`src/rtl/dead_time_gen.sv`:
```
// Two-channel complementary gate driver with programmable dead time and latched fault trip.
// Each channel inserts dead_time cycles with both drives low whenever its PWM demand changes side.
module dead_time_gen #(
  parameter int DT_W = 16
) (
  input  logic            clk,
  input  logic            reset,
  input  logic            enable,
  input  logic [DT_W-1:0] dead_time,
  input  logic            pwm_a,
  input  logic            pwm_b,
  input  logic            fault_n,
  input  logic            fault_clr,
  output logic            a_hi,
  output logic            a_lo,
  output logic            b_hi,
  output logic            b_lo,
  output logic            fault_flag
);

  typedef enum logic [2:0] {
    SAFE,
    LO,
    DT_TO_HI,
    HI,
    DT_TO_LO
  } state_t;

  logic [1:0] pwm;
  logic [1:0] hi;
  logic [1:0] lo;
  logic       trip;
  logic       dt_zero;

  assign pwm     = {pwm_b, pwm_a};
  assign trip    = !fault_n || fault_flag;
  assign dt_zero = (dead_time == '0);

  // A fresh trip wins over a clear request arriving in the same cycle.
  always_ff @(posedge clk or negedge reset) begin
    if (!reset) begin
      fault_flag <= 1'b0;
    end else if (!fault_n) begin
      fault_flag <= 1'b1;
    end else if (fault_clr) begin
      fault_flag <= 1'b0;
    end
  end

  for (genvar gi = 0; gi < 2; gi++) begin : g_ch
    state_t          state;
    logic [DT_W-1:0] cnt;
    logic            hi_reg;
    logic            lo_reg;

    // Outputs are registered alongside the state, so they never decode to hi=lo=1.
    always_ff @(posedge clk or negedge reset) begin
      if (!reset) begin
        state  <= SAFE;
        cnt    <= '0;
        hi_reg <= 1'b0;
        lo_reg <= 1'b0;
      end else if (trip || !enable) begin
        state  <= SAFE;
        hi_reg <= 1'b0;
        lo_reg <= 1'b0;
      end else begin
        case (state)
          SAFE: begin
            if (dt_zero) begin
              state  <= pwm[gi] ? HI : LO;
              hi_reg <= pwm[gi];
              lo_reg <= !pwm[gi];
            end else begin
              state  <= pwm[gi] ? DT_TO_HI : DT_TO_LO;
              cnt    <= dead_time;
              hi_reg <= 1'b0;
              lo_reg <= 1'b0;
            end
          end
          LO: begin
            if (pwm[gi]) begin
              lo_reg <= 1'b0;
              if (dt_zero) begin
                state  <= HI;
                hi_reg <= 1'b1;
              end else begin
                state <= DT_TO_HI;
                cnt   <= dead_time;
              end
            end
          end
          DT_TO_HI: begin
            if (!pwm[gi]) begin
              state  <= LO;
              lo_reg <= 1'b1;
            end else if (cnt == DT_W'(1)) begin
              state  <= HI;
              hi_reg <= 1'b1;
            end else begin
              cnt <= cnt - 1'b1;
            end
          end
          HI: begin
            if (!pwm[gi]) begin
              hi_reg <= 1'b0;
              if (dt_zero) begin
                state  <= LO;
                lo_reg <= 1'b1;
              end else begin
                state <= DT_TO_LO;
                cnt   <= dead_time;
              end
            end
          end
          DT_TO_LO: begin
            if (pwm[gi]) begin
              state  <= HI;
              hi_reg <= 1'b1;
            end else if (cnt == DT_W'(1)) begin
              state  <= LO;
              lo_reg <= 1'b1;
            end else begin
              cnt <= cnt - 1'b1;
            end
          end
          default: begin
            state  <= SAFE;
            hi_reg <= 1'b0;
            lo_reg <= 1'b0;
          end
        endcase
      end
    end

    assign hi[gi] = hi_reg;
    assign lo[gi] = lo_reg;
  end

  assign a_hi = hi[0];
  assign a_lo = lo[0];
  assign b_hi = hi[1];
  assign b_lo = lo[1];

endmodule
```
`config.mk`:
```
export PLATFORM = sky130hd
export DESIGN_NAME = dead_time_gen
export DESIGN_NICKNAME = d
export VERILOG_FILES = /design/src/rtl/dead_time_gen.sv
export SDC_FILE = /design/constraint.sdc
export NUM_CORES = 1
export LEC_CHECK = 0
export BUFFER_PORTS_ARGS = -buffer_cell sky130_fd_sc_hd__buf_2
export CORE_UTILIZATION = 65
export DETAILED_ROUTE_END_ITERATION = 8
export HOLD_SLACK_MARGIN = 0.08
export PLACE_DENSITY = 0.86
export SKIP_LAST_GASP = 1
export SLEW_MARGIN = 20
export SYNTH_ARGS = -nofsm -noshare
export SYNTH_HDL_FRONTEND = slang
export SYNTH_SLANG_ARGS = --single-unit
```
`constraint.sdc`:
```
create_clock -name clk -period 6.2 [get_ports clk]
set_input_delay 1.24 -clock clk [delete_from_list [all_inputs] [get_ports clk]]
set_output_delay 1.24 -clock clk [all_outputs]
set_load 0.01 [all_outputs]
```
# After elaboration in Yosys (flattened, before gate mapping)
# Cells that the tools add are included.
[word_totals]
reg_bits = 43
out_inout_bits = 5
wordCells = 145
[classes]
addsub = 2
n_eq_ne = 43
n_mux = 71
bitwise_logic = 1
reduce_logical = 19
[ops]
columns = ["cell", "count"]
rows = [
  ["two-way mux 16 bit", 12],
  ["one-hot mux 16 bit (5 select lines)", 2],
  ["inequality test 3 bit (second input constant)", 20],
  ["two-way mux 3 bit", 19],
  ["AND reduction 6 bit", 6],
  ["equality test 16 x 1 -> 1 bit (second input constant)", 2],
  ["subtractor 16 x 1 -> 16 bit (second input constant)", 2],
  ["two-way mux 1 bit", 30],
  ["one-hot mux 3 bit (5 select lines)", 2],
  ["one-hot mux 1 bit (5 select lines)", 4],
  ["zero test 16 bit", 1],
  ["inequality test 2 bit (second input constant)", 8],
  ["inequality test 4 bit (second input constant)", 4],
  ["equality test 3 x 2 -> 1 bit (second input constant)", 4],
  ["nonzero test 5 bit", 2],
  ["AND reduction 4 bit", 2],
  ["equality test 3 x 1 -> 1 bit (second input constant)", 2],
  ["equality test 3 bit (second input constant)", 2],
  ["zero test 3 bit", 2],
  ["zero test 1 bit", 4],
  ["two-way mux 2 bit", 2],
  ["logical OR 1 bit", 2],
  ["inequality test 2 x 1 -> 1 bit (second input constant)", 1],
  ["inverter 1 bit", 1],
]

# Depth between registers and ports, before layout
[logic_depth]
ltp_word = 5
ltp_mapped = 8
mapped_depth_nobuf = 7

# Worst setup path before layout
# No wires, ideal clock.
[synth_path]
path_kind = "in2reg"
from = "in fault_n"
to = "reg g_ch[0].cnt[1]"
setup_ns = 0.125
arrival_time_ns = 2.785
t_required_ns = 6.075
setup_slack_ns = 3.290
cell_stages = 5
path_buffers = 0
cell_sequence = "nand3b_1 a2111oi_0 o22ai_1 a31oi_2 mux2_2"
[synth_between]
elab_chain_cells = 5
[synth_rtl]
columns = ["item", "line", "source"]
rows = [
  ["start, declared", "12", "input logic fault_n,"],
  ["zero test 1 bit", "-", ""],
  ["logical OR 1 bit", "36", "assign trip = !fault_n || fault_flag;"],
  ["logical OR 1 bit", "63", "end else if (trip || !enable) begin"],
  ["inverter 1 bit (no line)", "-", ""],
  ["AND reduction 6 bit (no line)", "-", ""],
  ["end signal, assigned", "76", "cnt <= dead_time;"],
  ["end signal, assigned", "89", "cnt <= dead_time;"],
  ["end signal, assigned", "101", "cnt <= cnt - 1'b1;"],
  ["end, declared", "52", "logic [DT_W-1:0] cnt;"],
]
# No other way between the ends.
# A chain may end at the register's enable or synchronous reset.

# Worst setup path after layout
[layout_path]
from = "in dead_time[14]"
to = "reg g_ch[1].cnt[1]"
[layout_between]
elab_chain_cells = 4
elab_cells_between_ends = 5
cone_classes = "mux (4); reduce/logical (1)"
[layout_rtl]
columns = ["item", "line", "source"]
rows = [
  ["start, declared", "9", "input logic [DT_W-1:0] dead_time,"],
  ["zero test 16 bit *", "37", "assign dt_zero = (dead_time == '0);"],
  ["two-way mux 16 bit *", "-", ""],
  ["two-way mux 16 bit, on equally long branches", "-", ""],
  ["one-hot mux 16 bit (5 select lines) *", "-", ""],
  ["end signal, assigned", "76", ""],
  ["end signal, assigned", "89", ""],
  ["end signal, assigned", "101", ""],
  ["end, declared", "52", ""],
]
# Mark *: on every way between the ends. The rest lies on a longest branch, timed or not. The select of a mux whose other input is x is not followed.

==> results_dict.tcl <==
set metrics [dict create \
    outcome "complete, but fails checks" \
    violations "design-rule violations" \
    rsz0062_at_grt "false" \
    synth_async_sr_flop_share 1.00 \
    path_clk_slew_ps 90 \
    finalWorstSetupSlack_ps 2530 \
    critical_path.startpoint "dead_time[14]" \
    switching_share 0.355 \
    synthMuxAreaShare 0.0169 \
    grt_usage 0.339 \
    p_seq_frac 0.526 \
    layout-drive-gt1-share 0.127 \
    p_switching_uw 271 \
    cts_buffer_depth 2 \
    cts.sinks 43 \
    cp.arrival_ps 3870 \
    syn-instance-count 384 \
    synth_xor_area_frac 0.0110 \
    yosys_register_bits 43 \
    post_cts_resized 0 \
    antenna_found_initial 0 \
    routabilityCongestion 0.965 \
    ys_types 68 \
    synth_top_family_by_area "compound AO/OA/AOI/OAI gates" \
    synth_area_sq_um 3190 \
    cts_root_buf "clkbuf_8" \
    finalSetupViolCount 0 \
    synth-edff-count 0 \
    worst_slew_pin_slew_ps 1010 \
    dieArea_sq_um 5190 \
    p_clk_frac 0.239 \
    fin_setup_tns_ps 0 \
    fin_crit_ps 3670 \
    synth-compound-area-share 0.301 \
    pin_count 28 \
    period_share 0.592 \
    viasPerCell 7.24 \
    crit_required_ps 6400 \
    cp-end-kind "flop" \
    syn_to_final_growth_pct 6.47 \
    grt_pass1_vias 2850 \
    synth_simple_gate_area_share 0.264 \
    totalWireLength_microns 8720 \
    drcViolationCount 2 \
    dp_slack_ps 2090 \
    critical_path_class "input pin to flop" \
    p_int_uw 492 \
    r2r-start "g_ch[0].state[1]" \
    wl_per_cell_microns 18.9 \
    die_x_microns 72.1 \
    numCtsBuffers 5 \
    vias 3336 \
    yosys_warnings 0 \
    synth_fa_ha_area_frac 0.0188 \
    ctsHoldBuffers 0 \
    syn_avg_cell_area_sq_um 8.31 \
    initial_core_util 0.676 \
    grt_remaining_overflow 0 \
    whs_ps 560 \
    ant_nets 0 \
    drtPass1Iterations 7 \
    nets 420 \
    htreeDepth 2 \
    synth_nets 411 \
    hold_violations 0 \
    cts_tree "yes" \
    rows 25 \
    num_antenna_cells 0 \
    cts_setup_buffers 0 \
    fin_skew_ps 18.0 \
    start_kind "input pin" \
    dp_hpwl_microns 6040 \
    ir_drop_mv 0.143 \
    drv_cap 0 \
    grt_pass1_wl_microns 14000 \
    p_per_area_nw_per_um2 225 \
    drv_slew 0 \
    leakagePower_uw 0.00135 \
    drt_iter0_markers 476 \
    die_h_microns 72.1 \
    grt_max_degree 44 \
    fp.coreArea_sq_um 4720 \
    comb_power_share 0.235 \
    ys_seq_area_frac 0.337 \
    fmax_ghz 0.272 \
    synth_ff_type "dfrtp_1" \
    min_from "g_ch[0].cnt[9]" \
    worstSkewPairLatency_ps 310 \
    cp_max_fo 12 \
    hp-class "flop to flop" \
    io_buffers 27 \
    relSlewSlack 0.329 \
]
area by class of cell:
| class | count | area (sq um) |
|---|---|---|
| inverters | 12 | 45.0 |
| fillers | 377 | 1330 |
| repair buffers | 29 | 150 |
| clock inverters | 2 | 12.5 |
| multi-input cells | 302 | 1960 |
| clock buffers | 6 | 72.6 |
| flip-flops and latches | 43 | 1080 |
| well taps | 67 | 83.8 |
worst max-delay path: stages:
cell,delay [ps]
buf_2,130
nor4_1,420
nand4_1,560
o211ai_1,900
a21oi_1,280
mux2_2,340
path summary, 6_finish.rpt:
kind	to	slack [ps]	cells after the start
worst max-delay path	g_ch[1].cnt[1]	2530	6
worst min-delay path	g_ch[0].cnt[9]	560	2
worst max register to register	g_ch[0].cnt[1]	3040	5
worst min register to register	g_ch[0].cnt[9]	560	2
max in group asynchronous	g_ch[0].cnt[0]	4490	1
min in group asynchronous	b_hi	1080	1
per-layer routing:
layer	global-route usage	up-vias	part of all wire
li1	-	1512	-
met1	0.476	1589	0.42
met2	0.531	221	0.47
met3	0.0569	14	0.091
met4	0.120	0	0.013
met5	0	-	0
cell usage in the layout (no fill, tap or decap), drive strengths merged, types with 4 or more instances in the layout:
master and n:
a211oi 4, a21oi 31, a22oi 4, a2bb2oi 9, a31oi 6, and2 5
and3 5, and4 4, buf 29, clkbuf 6, dfrtp 43, ha 4
inv 12, nand2 27, nand2b 5, nand3 11, nand4 14, nor2 25
nor3 14, nor4 14, o211ai 5, o21ai 28, o22a 13, o22ai 5
o2bb2ai 4, o31a 4, or4 7
cell usage after synthesis (3+ instances only):
cell | count | area [sq um]
xnor2_1 | 3 | 26.3
a21oi_1 | 31 | 155
a21o_1 | 3 | 22.5
nor2b_1 | 3 | 18.8
o22ai_1 | 5 | 31.3
and3_1 | 5 | 31.3
o2bb2ai_1 | 4 | 35.0
o211ai_1 | 5 | 37.5
inv_1 | 12 | 45.0
nand4_1 | 13 | 81.3
o31a_1 | 4 | 35.0
a2111oi_0 | 3 | 26.3
o21ai_0 | 27 | 135
and4_1 | 4 | 35.0
a31oi_1 | 5 | 31.3
o22a_1 | 13 | 114
nand3_1 | 11 | 55.1
or3_1 | 3 | 18.8
clkbuf_1 | 20 | 75.1
a2bb2oi_1 | 9 | 78.8
nand2_1 | 27 | 101
dfrtp_1 | 43 | 1080
a211oi_1 | 4 | 30.0
nor3_1 | 14 | 70.1
buf_1 | 3 | 11.3
ha_1 | 4 | 50.1
mux2_2 | 3 | 33.8
and2_1 | 5 | 31.3
or4_1 | 6 | 45.0
nor2_1 | 25 | 93.8
nor4_1 | 12 | 75.1
a22oi_1 | 4 | 30.0
nand2b_1 | 5 | 31.3
o221ai_1 | 3 | 26.3
logic make-up after synthesis:
family / Yosys count
compound gates: 139
buf+inv: 39
flops: 43
mux: 5
simple gates: 149
fa+ha+maj: 5
xor+xnor: 4
power groups by stage:
stage	clock network (uW)	logic (uW)	registers, uW
floorplan	0	132	385
global placement	0	168	402
detailed placement	0	175	404
CTS	183	176	398
global route	194	200	409
finish	183	179	401
per-stage QoR:
| stage | power (uW) | cells | area, sq um | util |
|---|---|---|---|---|
| floorplan | 517 | 384 | 3190 | - |
| global placement | 570 | 453 | 3310 | 0.700 |
| detailed placement | 579 | 453 | 3310 | 0.700 |
| CTS | 757 | 461 | 3390 | 0.718 |
| global route | 803 | 461 | 3400 | 0.719 |
| finish | 763 | 461 | 3400 | 0.719 |
registers in the layout, summed over array words and instances (netlist names):
| name | flops |
|---|---|
| a_hi | 1 |
| a_lo | 1 |
| b_hi | 1 |
| b_lo | 1 |
| fault_flag | 1 |
| g_ch.cnt | 32 |
| g_ch.state | 6 |
No activity file was read; power rests on OpenSTA's default activity.
